--- config.mk ---
export PLATFORM = sky130hd
export DESIGN_NAME = uart_frame_loader
export DESIGN_NICKNAME = d
export VERILOG_FILES = /design/src/rtl/uart_frame_loader.sv
export SDC_FILE = /design/constraint.sdc
export NUM_CORES = 1
export LEC_CHECK = 0
export ABC_CLOCK_PERIOD_IN_PS = 3800
export CAP_MARGIN = 20
export CORE_MARGIN = 5
export CORE_UTILIZATION = 52
export DETAILED_ROUTE_END_ITERATION = 8
export PLACE_DENSITY = 0.75
export SYNTH_ARGS = -nofsm -noshare
export SYNTH_HDL_FRONTEND = slang
export SYNTH_SLANG_ARGS = --single-unit
--- constraint.sdc ---
create_clock -name clk -period 3.8 [get_ports clk]
set_input_delay 0.76 -clock clk [delete_from_list [all_inputs] [get_ports clk]]
set_output_delay 0.76 -clock clk [all_outputs]
set_load 0.005 [all_outputs]
--- src/rtl/uart_frame_loader.sv ---
// -----------------------------------------------------------------------------
// uart_frame_loader
//
// Packs the UART receive byte stream into 24-bit {R,G,B} pixels and writes
// them to BRAM port A at sequential addresses, one single-cycle strobe per
// pixel. An inter-byte gap of TIMEOUT_CYCLES resynchronises the byte/pixel
// phase so an aborted transfer cannot skew the colour order of the next frame.
//
// Optional feature macro: UART_FRAME_LOADER_SYNC_HEADER_EN
//   defined   : every frame must be preceded by the header 0xAA, 0x55
//   undefined : the first byte after reset/timeout is byte 0 of pixel 0
//
// Ports
//   clk        in   system clock (100 MHz UART/BRAM-write domain)
//   rst        in   asynchronous active-high reset
//   rx_data    in   received byte, valid when rx_ready=1
//   rx_ready   in   byte strobe, back-to-back allowed
//   en         out  BRAM port A enable
//   we         out  BRAM port A write enable (always equals en)
//   addr       out  pixel write address
//   din        out  pixel data {R,G,B}, held between strobes
//   frame_done out  pulse with the write of the last pixel of a frame
//   busy       out  transfer in progress
// -----------------------------------------------------------------------------
module uart_frame_loader #(
    parameter int IMG_PIXELS     = 196608,
    parameter int ADDR_W         = 18,
    parameter int TIMEOUT_CYCLES = 10_000_000
) (
    input  logic              clk,
    input  logic              rst,
    input  logic [7:0]        rx_data,
    input  logic              rx_ready,
    output logic              en,
    output logic              we,
    output logic [ADDR_W-1:0] addr,
    output logic [23:0]       din,
    output logic              frame_done,
    output logic              busy
);

    localparam int                TW       = $clog2(TIMEOUT_CYCLES + 1);
    localparam logic [ADDR_W-1:0] LAST_PIX = ADDR_W'(IMG_PIXELS - 1);
    localparam logic [TW-1:0]     GAP_LAST = TW'(TIMEOUT_CYCLES - 1);
    localparam logic [TW-1:0]     GAP_SAT  = TW'(TIMEOUT_CYCLES);

    typedef enum logic [1:0] {SYNC0, SYNC1, PIXEL} state_t;

`ifdef UART_FRAME_LOADER_SYNC_HEADER_EN
    localparam state_t RESET_STATE = SYNC0;
`else
    localparam state_t RESET_STATE = PIXEL;
`endif

    state_t            state_q, state_d;
    logic [1:0]        bcnt_q, bcnt_d;
    logic [ADDR_W-1:0] pcnt_q, pcnt_d;
    logic [TW-1:0]     gap_q, gap_d;
    logic [7:0]        red_q, red_d;
    logic [7:0]        grn_q, grn_d;
    logic              en_q, en_d;
    logic [ADDR_W-1:0] addr_q, addr_d;
    logic [23:0]       din_q, din_d;
    logic              done_q, done_d;
    logic              busy_q, busy_d;
    logic              busy_now;

    assign busy_now = (bcnt_q != 2'd0) || (pcnt_q != '0) || (state_q == SYNC1);

    always_comb begin
        state_d = state_q;
        bcnt_d  = bcnt_q;
        pcnt_d  = pcnt_q;
        gap_d   = gap_q;
        red_d   = red_q;
        grn_d   = grn_q;
        addr_d  = addr_q;
        din_d   = din_q;
        en_d    = 1'b0;
        done_d  = 1'b0;

        if (rx_ready) begin
            // A byte always restarts the gap timer, even on the timeout cycle.
            gap_d = '0;
            case (state_q)
`ifdef UART_FRAME_LOADER_SYNC_HEADER_EN
                SYNC0: begin
                    if (rx_data == 8'hAA) state_d = SYNC1;
                end
                SYNC1: begin
                    // A repeated 0xAA may still be the start of a valid header.
                    if (rx_data == 8'h55)      state_d = PIXEL;
                    else if (rx_data != 8'hAA) state_d = SYNC0;
                end
`endif
                default: begin
                    case (bcnt_q)
                        2'd0: begin
                            red_d  = rx_data;
                            bcnt_d = 2'd1;
                        end
                        2'd1: begin
                            grn_d  = rx_data;
                            bcnt_d = 2'd2;
                        end
                        default: begin
                            bcnt_d = 2'd0;
                            en_d   = 1'b1;
                            addr_d = pcnt_q;
                            din_d  = {red_q, grn_q, rx_data};
                            // Explicit compare so non-power-of-two frames wrap correctly.
                            if (pcnt_q == LAST_PIX) begin
                                pcnt_d  = '0;
                                done_d  = 1'b1;
                                state_d = RESET_STATE;
                            end else begin
                                pcnt_d = pcnt_q + ADDR_W'(1);
                            end
                        end
                    endcase
                end
            endcase
        end else if (gap_q != GAP_SAT) begin
            gap_d = gap_q + TW'(1);
            // Resync fires once, on the cycle the timer reaches its limit.
            if (gap_q == GAP_LAST && busy_now) begin
                bcnt_d  = 2'd0;
                pcnt_d  = '0;
                state_d = RESET_STATE;
            end
        end

        busy_d = (bcnt_d != 2'd0) || (pcnt_d != '0) || (state_d == SYNC1);
    end

    always_ff @(posedge clk or posedge rst) begin
        if (rst) begin
            state_q <= RESET_STATE;
            bcnt_q  <= 2'd0;
            pcnt_q  <= '0;
            gap_q   <= '0;
            red_q   <= 8'd0;
            grn_q   <= 8'd0;
            en_q    <= 1'b0;
            addr_q  <= '0;
            din_q   <= 24'd0;
            done_q  <= 1'b0;
            busy_q  <= 1'b0;
        end else begin
            state_q <= state_d;
            bcnt_q  <= bcnt_d;
            pcnt_q  <= pcnt_d;
            gap_q   <= gap_d;
            red_q   <= red_d;
            grn_q   <= grn_d;
            en_q    <= en_d;
            addr_q  <= addr_d;
            din_q   <= din_d;
            done_q  <= done_d;
            busy_q  <= busy_d;
        end
    end

    assign en         = en_q;
    assign we         = en_q;
    assign addr       = addr_q;
    assign din        = din_q;
    assign frame_done = done_q;
    assign busy       = busy_q;

endmodule

==> flow_summary.json, run 1 <==
{
  "insertion_delay_ns": 0.37,
  "clkSinkCount": 107,
  "grtUsageMet3_pct": 3.959,
  "syn-instance-count": 510,
  "drive_gt1_share_pct": 11.71,
  "cp-start-kind": "flop",
  "post_drt_wl_per_cell_um": 15.99,
  "start_util_pct": 53.50,
  "crit_fanout": 12,
  "hpwl_um": 7809,
  "antenna_found_initial": 0,
  "gr-total-overflow": 0,
  "portBuffers": 56,
  "gp_congestion": 0.9009,
  "synth_edf_count": 0,
  "area_growth_pct": 19.27,
  "ys_types": 59,
  "htreeDepth": 3,
  "max_stage_delay_ns": 0.52,
  "synth_area_per_cell_um2": 9.740,
  "async_reset_ff_share_pct": 100.0,
  "nNetsFinal": 582,
  "hold_viol": 0,
  "layout_common_cells": "nand2_1 (135), dfrtp_1 (106), clkdlybuf4s50_1 (56), nor2_1 (43), mux2_2 (21)",
  "synth-seq-area-share_pct": 53.93,
  "fmax_mhz": 304.1,
  "die_width_um": 107.7,
  "power.density_mw_per_mm2": 553.5,
  "hold_buffers": 0,
  "intPower_mw": 2.305,
  "report.power.total_mw": 3.279,
  "outcome": "finished clean",
  "ant_nets": 0,
  "synth_top_flop_cell": "dfrtp_1",
  "swShare_pct": 29.72,
  "end_kind": "flop",
  "worstMarginPinSlew_ns": 0.8342,
  "grt_pass1_wl_um": 19180,
  "gr-usage-all-layers_pct": 20.54,
  "synthMuxAreaShare_pct": 5.365,
  "synth_seq_cells": 107,
  "dieHeight_um": 107.7,
  "arrival_ns": 3.53,
  "drt_pre_antenna_iters": 4,
  "reg2reg_depth": 9,
  "dieArea_mm2": 0.01161,
  "synth_xor_area_share_pct": 4.408,
  "yosysWarnings": 0,
  "p_leak_nw": 2.701,
  "grt_pass1_vias": 3841,
  "seqPwrFrac_pct": 48.1,
  "rsz0062_at_grt": "false",
  "num_antenna_cells": 0,
  "vias_per_cell": 5.468,
  "synth_area_mm2": 0.004967,
  "rows": 35,
  "cts_root_buf": "clkbuf_8",
  "wl_um": 11210,
  "fin_crit_sh_pct": 86.54,
  "hold_class": "reg -> reg",
  "slew_headroom_pct": 43.87,
  "comb_power_share_pct": 28.2,
  "synth_top_family_by_area": "simple AND/OR/NAND/NOR gates",
  "p_sw_mw": 0.9747,
  "core_area_mm2": 0.009284,
  "cts_tree": "yes",
  "met2_usage_pct": 32.28,
  "slew_violations": 0,
  "regArea_mm2": 0.002679,
  "critPathKind": "reg -> reg",
  "fill_cells": 794,
  "use_met1_pct": 28.39,
  "period_minus_slack_ns": 3.289,
  "layout.cells.most_common": "nand2_1",
  "cts_buffers": 9,
  "tns_ns": 0,
  "critPathRequiredTime_ns": 4.04,
  "cts_resized": 0,
  "path_cells": "ha_1 -> nand4_1 -> or3_1 -> a211oi_2 -> buf_4 -> nor2_1 -> o21ai_0 -> or4b_1 -> or4_1",
  "clkPwrFrac_pct": 23.7,
  "multi_input_area_mm2": 0.002112,
  "clk_pin_slew_worst_paths_ns": 0.10,
  "io_pins": 57,
  "post_cts_buffers": 0,
  "busiest_layer": "met2",
  "cts_buffer_depth": 2,
  "finalClockSkew_ns": 0.01022,
  "syn_nets": 525,
  "ir_drop_mv": 0.3235,
  "grt_max_degree": 61,
  "drc_errors": 0,
  "yosys.area_share.adder_pct": 1.008,
  "dr_total_vias": 3833,
  "cp_slowest_cell": "or4_1",
  "synth_compound_area_share_pct": 6.650,
  "maxCapViolations": 0,
  "drt_iter0_markers": 160,
  "setup_viol": 0,
  "whs_path_depth": 2,
  "synth_simple_gate_area_share_pct": 25.09
}
==> power groups by stage <==
stage | Clock, mW | Sequential (mW) | Combinational [mW]
global placement | 0 | 1.59 | 0.914
global route | 0.841 | 1.62 | 1.02
finish | 0.779 | 1.58 | 0.925
detailed placement | 0 | 1.60 | 0.934
CTS | 0.795 | 1.58 | 0.938
floorplan | 0 | 1.58 | 0.470
==> area by class of cell <==
cell class | count | share of cell area (%)
multi-input cells | 363 | 35.65
repair buffers | 72 | 11.70
clock inverters | 7 | 1.690
flip-flops and latches | 107 | 45.22
inverters | 14 | 0.9293
well taps | 129 | 2.724
clock buffers | 9 | 2.091
==> worst paths after layout <==
check | start | to | slack (ns)
max | gap_q[1] | busy | 0.51
min | red_q[7] | din[23] | 0.47
max reg2reg | gap_q[1] | busy | 0.51
max in group asynchronous | rst | state_q[1] | 2.16
min reg2reg | red_q[7] | din[23] | 0.47
min in group asynchronous | rst | din[0] | 0.87
==> flip-flops by register name (all words and copies together) (netlist names) <==
register,count
din,24
gap_q,24
addr,18
pcnt_q,18
grn_q,8
red_q,8
bcnt_q,2
state_q,2
busy,1
en,1
frame_done,1
==> metal layers <==
| layer | wire length [µm] | part of all wire [%] |
|---|---|---|
| met3 | 501 | 4.5 |
| met5 | 0 | 0 |
| met4 | 222 | 2.0 |
| met1 | 5183 | 46 |
| met2 | 5303 | 47 |
==> cells in the mapped netlist, types with 4 or more instances <==
library cell  number  area share [%]
buf_2              5            0.50
clkbuf_1          15             1.1
mux2_2            21             4.8
a21oi_1            4            0.40
nand4_1           15             1.9
xor2_1            16             2.8
and3_1             8             1.0
nand3_1           12             1.2
ha_1               4             1.0
o21ai_0           14             1.4
nand2_1          135              10
nor4_1             8             1.0
nor3_1            13             1.3
xnor2_1            9             1.6
o22ai_1            5            0.63
dfrtp_1          106              53
nor2_1            43             3.2
and4_1             5            0.88
inv_1             14             1.1
==> per-stage QoR <==
| step | hold slack (ns) | instances | utilization (%) | instance area [µm²] | setup WS, ns |
|---|---|---|---|---|---|
| final | 0.4705 | 701 | 63.81 | 5924 | 0.5114 |
| after global routing | 0.4959 | 701 | 63.81 | 5924 | 0.3364 |
| after CTS | 0.4794 | 701 | 63.81 | 5924 | 0.5100 |
| after detailed placement | 0.4543 | 685 | 61.40 | 5700 | 0.4138 |
| after global placement | 0.4423 | 685 | 61.40 | 5700 | 0.4892 |
| after floorplan | 0.4331 | 510 | - | 4967 | 0.2244 |
==> worst max-delay path, delay by kind of cell (launching register included) <==
family | cells | cell delay [ns]
fa+ha+maj | 1 | 0.24
simple gates | 5 | 1.72
compound gates | 2 | 0.56
buf+inv | 1 | 0.22
flops | 1 | 0.41
==> logic make-up (layout without fill, tap and decap cells) <==
group                      Yosys count  in the layout
and+or+nand+nor                    264            264
DFF                                107            107
AOI/OAI and AO/OA                   46             46
buffers and inverters               40            102
xor gates and xnor gates            25             25
muxes                               24             24
adders and majority gates            4              4
Note: power is estimated with default switching activity, not from simulation.
==> inputs of run 2 (changes only) <==
CORE_UTILIZATION = 56   (was 52)
PLACE_DENSITY = 0.8   (was 0.75)
==> flow_summary.json, run 2 (same netlist as run 1, synthesis figures left out) <==
{
  "outcome": "finished clean",
  "post_drt_wl_per_cell_um": 15.82,
  "period_minus_slack_ns": 3.265,
  "critPathRequiredTime_ns": 4.05,
  "regArea_mm2": 0.002679,
  "path_cells": "nand4_2 -> or4_4 -> o21ai_4 -> nor2_1 -> or3_1 -> or4b_1 -> or4_1",
  "io_pins": 57,
  "report.power.total_mw": 3.188,
  "post_cts_buffers": 0,
  "maxCapViolations": 0,
  "use_met1_pct": 28.72,
  "path_buf_inv": 0,
  "gr-total-overflow": 0,
  "dieHeight_um": 104.2,
  "drt_iter0_markers": 197,
  "rsz0062_at_grt": "false",
  "cts_buffer_depth": 2,
  "cts_root_buf": "clkbuf_8",
  "setup_slack_ns": 0.5354,
  "clkSinkCount": 107,
  "drive_gt1_share_pct": 11.09,
  "hold_start": "grn_q[4]",
  "reg2reg_depth": 7,
  "r2r_start": "pcnt_q[9]",
  "cts_resized": 0,
  "clk_pin_slew_worst_paths_ns": 0.11,
  "htreeDepth": 3,
  "portBuffers": 56,
  "cts_buffers": 9,
  "worstMarginPinSlew_ns": 0.7957,
  "wl_um": 10700,
  "arrival_ns": 3.51,
  "drc_errors": 0,
  "rr_endpoint": "busy",
  "fin_util_pct": 67.37,
  "r2r_setup_slack_ns": 0.54,
  "core_area_mm2": 0.008678,
  "grt_max_degree": 63,
  "layout_common_cells": "nand2_1 (135), dfrtp_1 (106), clkdlybuf4s50_1 (56), nor2_1 (43), mux2_2 (21)",
  "hold_buffers": 0,
  "insertion_delay_ns": 0.37,
  "ant_nets": 0,
  "num_antenna_cells": 0,
  "dr_total_vias": 3845,
  "slew_violations": 0,
  "area_growth_pct": 17.71,
  "hpwl_um": 7590,
  "crit_family": "simple AND/OR/NAND/NOR gates",
  "power.density_mw_per_mm2": 545.3,
  "critPathKind": "reg -> reg",
  "nNetsFinal": 578,
  "cp-start-kind": "flop",
  "hold_viol": 0,
  "tns_ns": 0,
  "antenna_found_initial": 0,
  "min_to": "din[12]",
  "fill_cells": 696,
  "gp_congestion": 0.8954,
  "whs_path_depth": 2,
  "multi_input_area_mm2": 0.002112,
  "fin_crit_sh_pct": 85.91,
  "max_stage_delay_ns": 0.57,
  "busiest_layer": "met2",
  "slew_headroom_pct": 46.47,
  "layout.cells.most_common": "nand2_1",
  "grt_pass1_wl_um": 18650,
  "met2_usage_pct": 32.10,
  "ir_drop_mv": 0.3711,
  "rows": 34,
  "cp_slowest_cell": "or4_4",
  "finalClockSkew_ns": 0.008891,
  "fmax_mhz": 306.3,
  "setup_viol": 0,
  "hold_class": "reg -> reg",
  "p_leak_nw": 2.676,
  "die_width_um": 104.2,
  "gr-usage-all-layers_pct": 20.53,
  "whs_ns": 0.4803,
  "drt_pre_antenna_iters": 5,
  "grtUsageMet3_pct": 3.662,
  "end_kind": "flop",
  "cts_tree": "yes",
  "vias_per_cell": 5.688,
  "grt_pass1_vias": 3707,
  "crit_fanout": 14,
  "dieArea_mm2": 0.01085,
  "dp_slack_ns": 0.3642,
  "start_util_pct": 57.24
}
==> run 2: cell types whose count changed in the layout (fill, tap and decap cells not counted) <==
cell,previous run,this run
inv_6,1,4
clkinv_8,0,2
bufinv_16,2,0
clkinv_2,1,0
clkinvlp_4,2,0
buf_4,15,11
==> run 2: how the worst max path moves through the flow <==
| stage | cells after the start | from | slack (ns) | end |
|---|---|---|---|---|
| after detailed placement | 8 | rx_ready | 0.36 | busy |
| after global routing | 7 | pcnt_q[2] | 0.40 | busy |
| after floorplan | 1 | rst | 0.22 | addr[0] |
| after global placement | 8 | rx_ready | 0.43 | busy |
| final | 7 | pcnt_q[9] | 0.54 | busy |
| after CTS | 7 | pcnt_q[9] | 0.54 | busy |
==> run 2: layout make-up <==
| type | count | area share, % |
|---|---|---|
| tap | 108 | 2.311 |
| clock buffer | 9 | 2.119 |
| inverter | 14 | 0.9416 |
| sequential | 107 | 45.82 |
| timing repair buffer | 68 | 11.34 |
| multi-input combinational | 363 | 36.12 |
| clock inverter | 7 | 1.348 |
==> run 2: per-stage QoR <==
step / cells / cell area [µm²]
final: 676 / 5847
after global routing: 676 / 5847
after CTS: 676 / 5847
after detailed placement: 660 / 5644
after global placement: 660 / 5644
after floorplan: 510 / 4967
==> run 2: per-layer routing <==
layer,up-vias,wire length (µm)
li1,1842,-
met1,1858,4642
met2,125,5263
met3,20,577
met4,0,213
met5,-,0
==> run 2: power breakdown <==
part	internal, mW	switching (mW)
registers	1.41	0.170
clock network	0.264	0.427
logic	0.513	0.406
total	2.19	1.00
==> run 2: worst reg2reg max path: stages (launching register included) <==
cell     delay [ns]
dfrtp_1        0.51
nand4_2        0.19
or4_4          0.57
o21ai_4        0.38
nor2_1         0.11
or3_1          0.34
or4b_1         0.50
or4_1          0.53
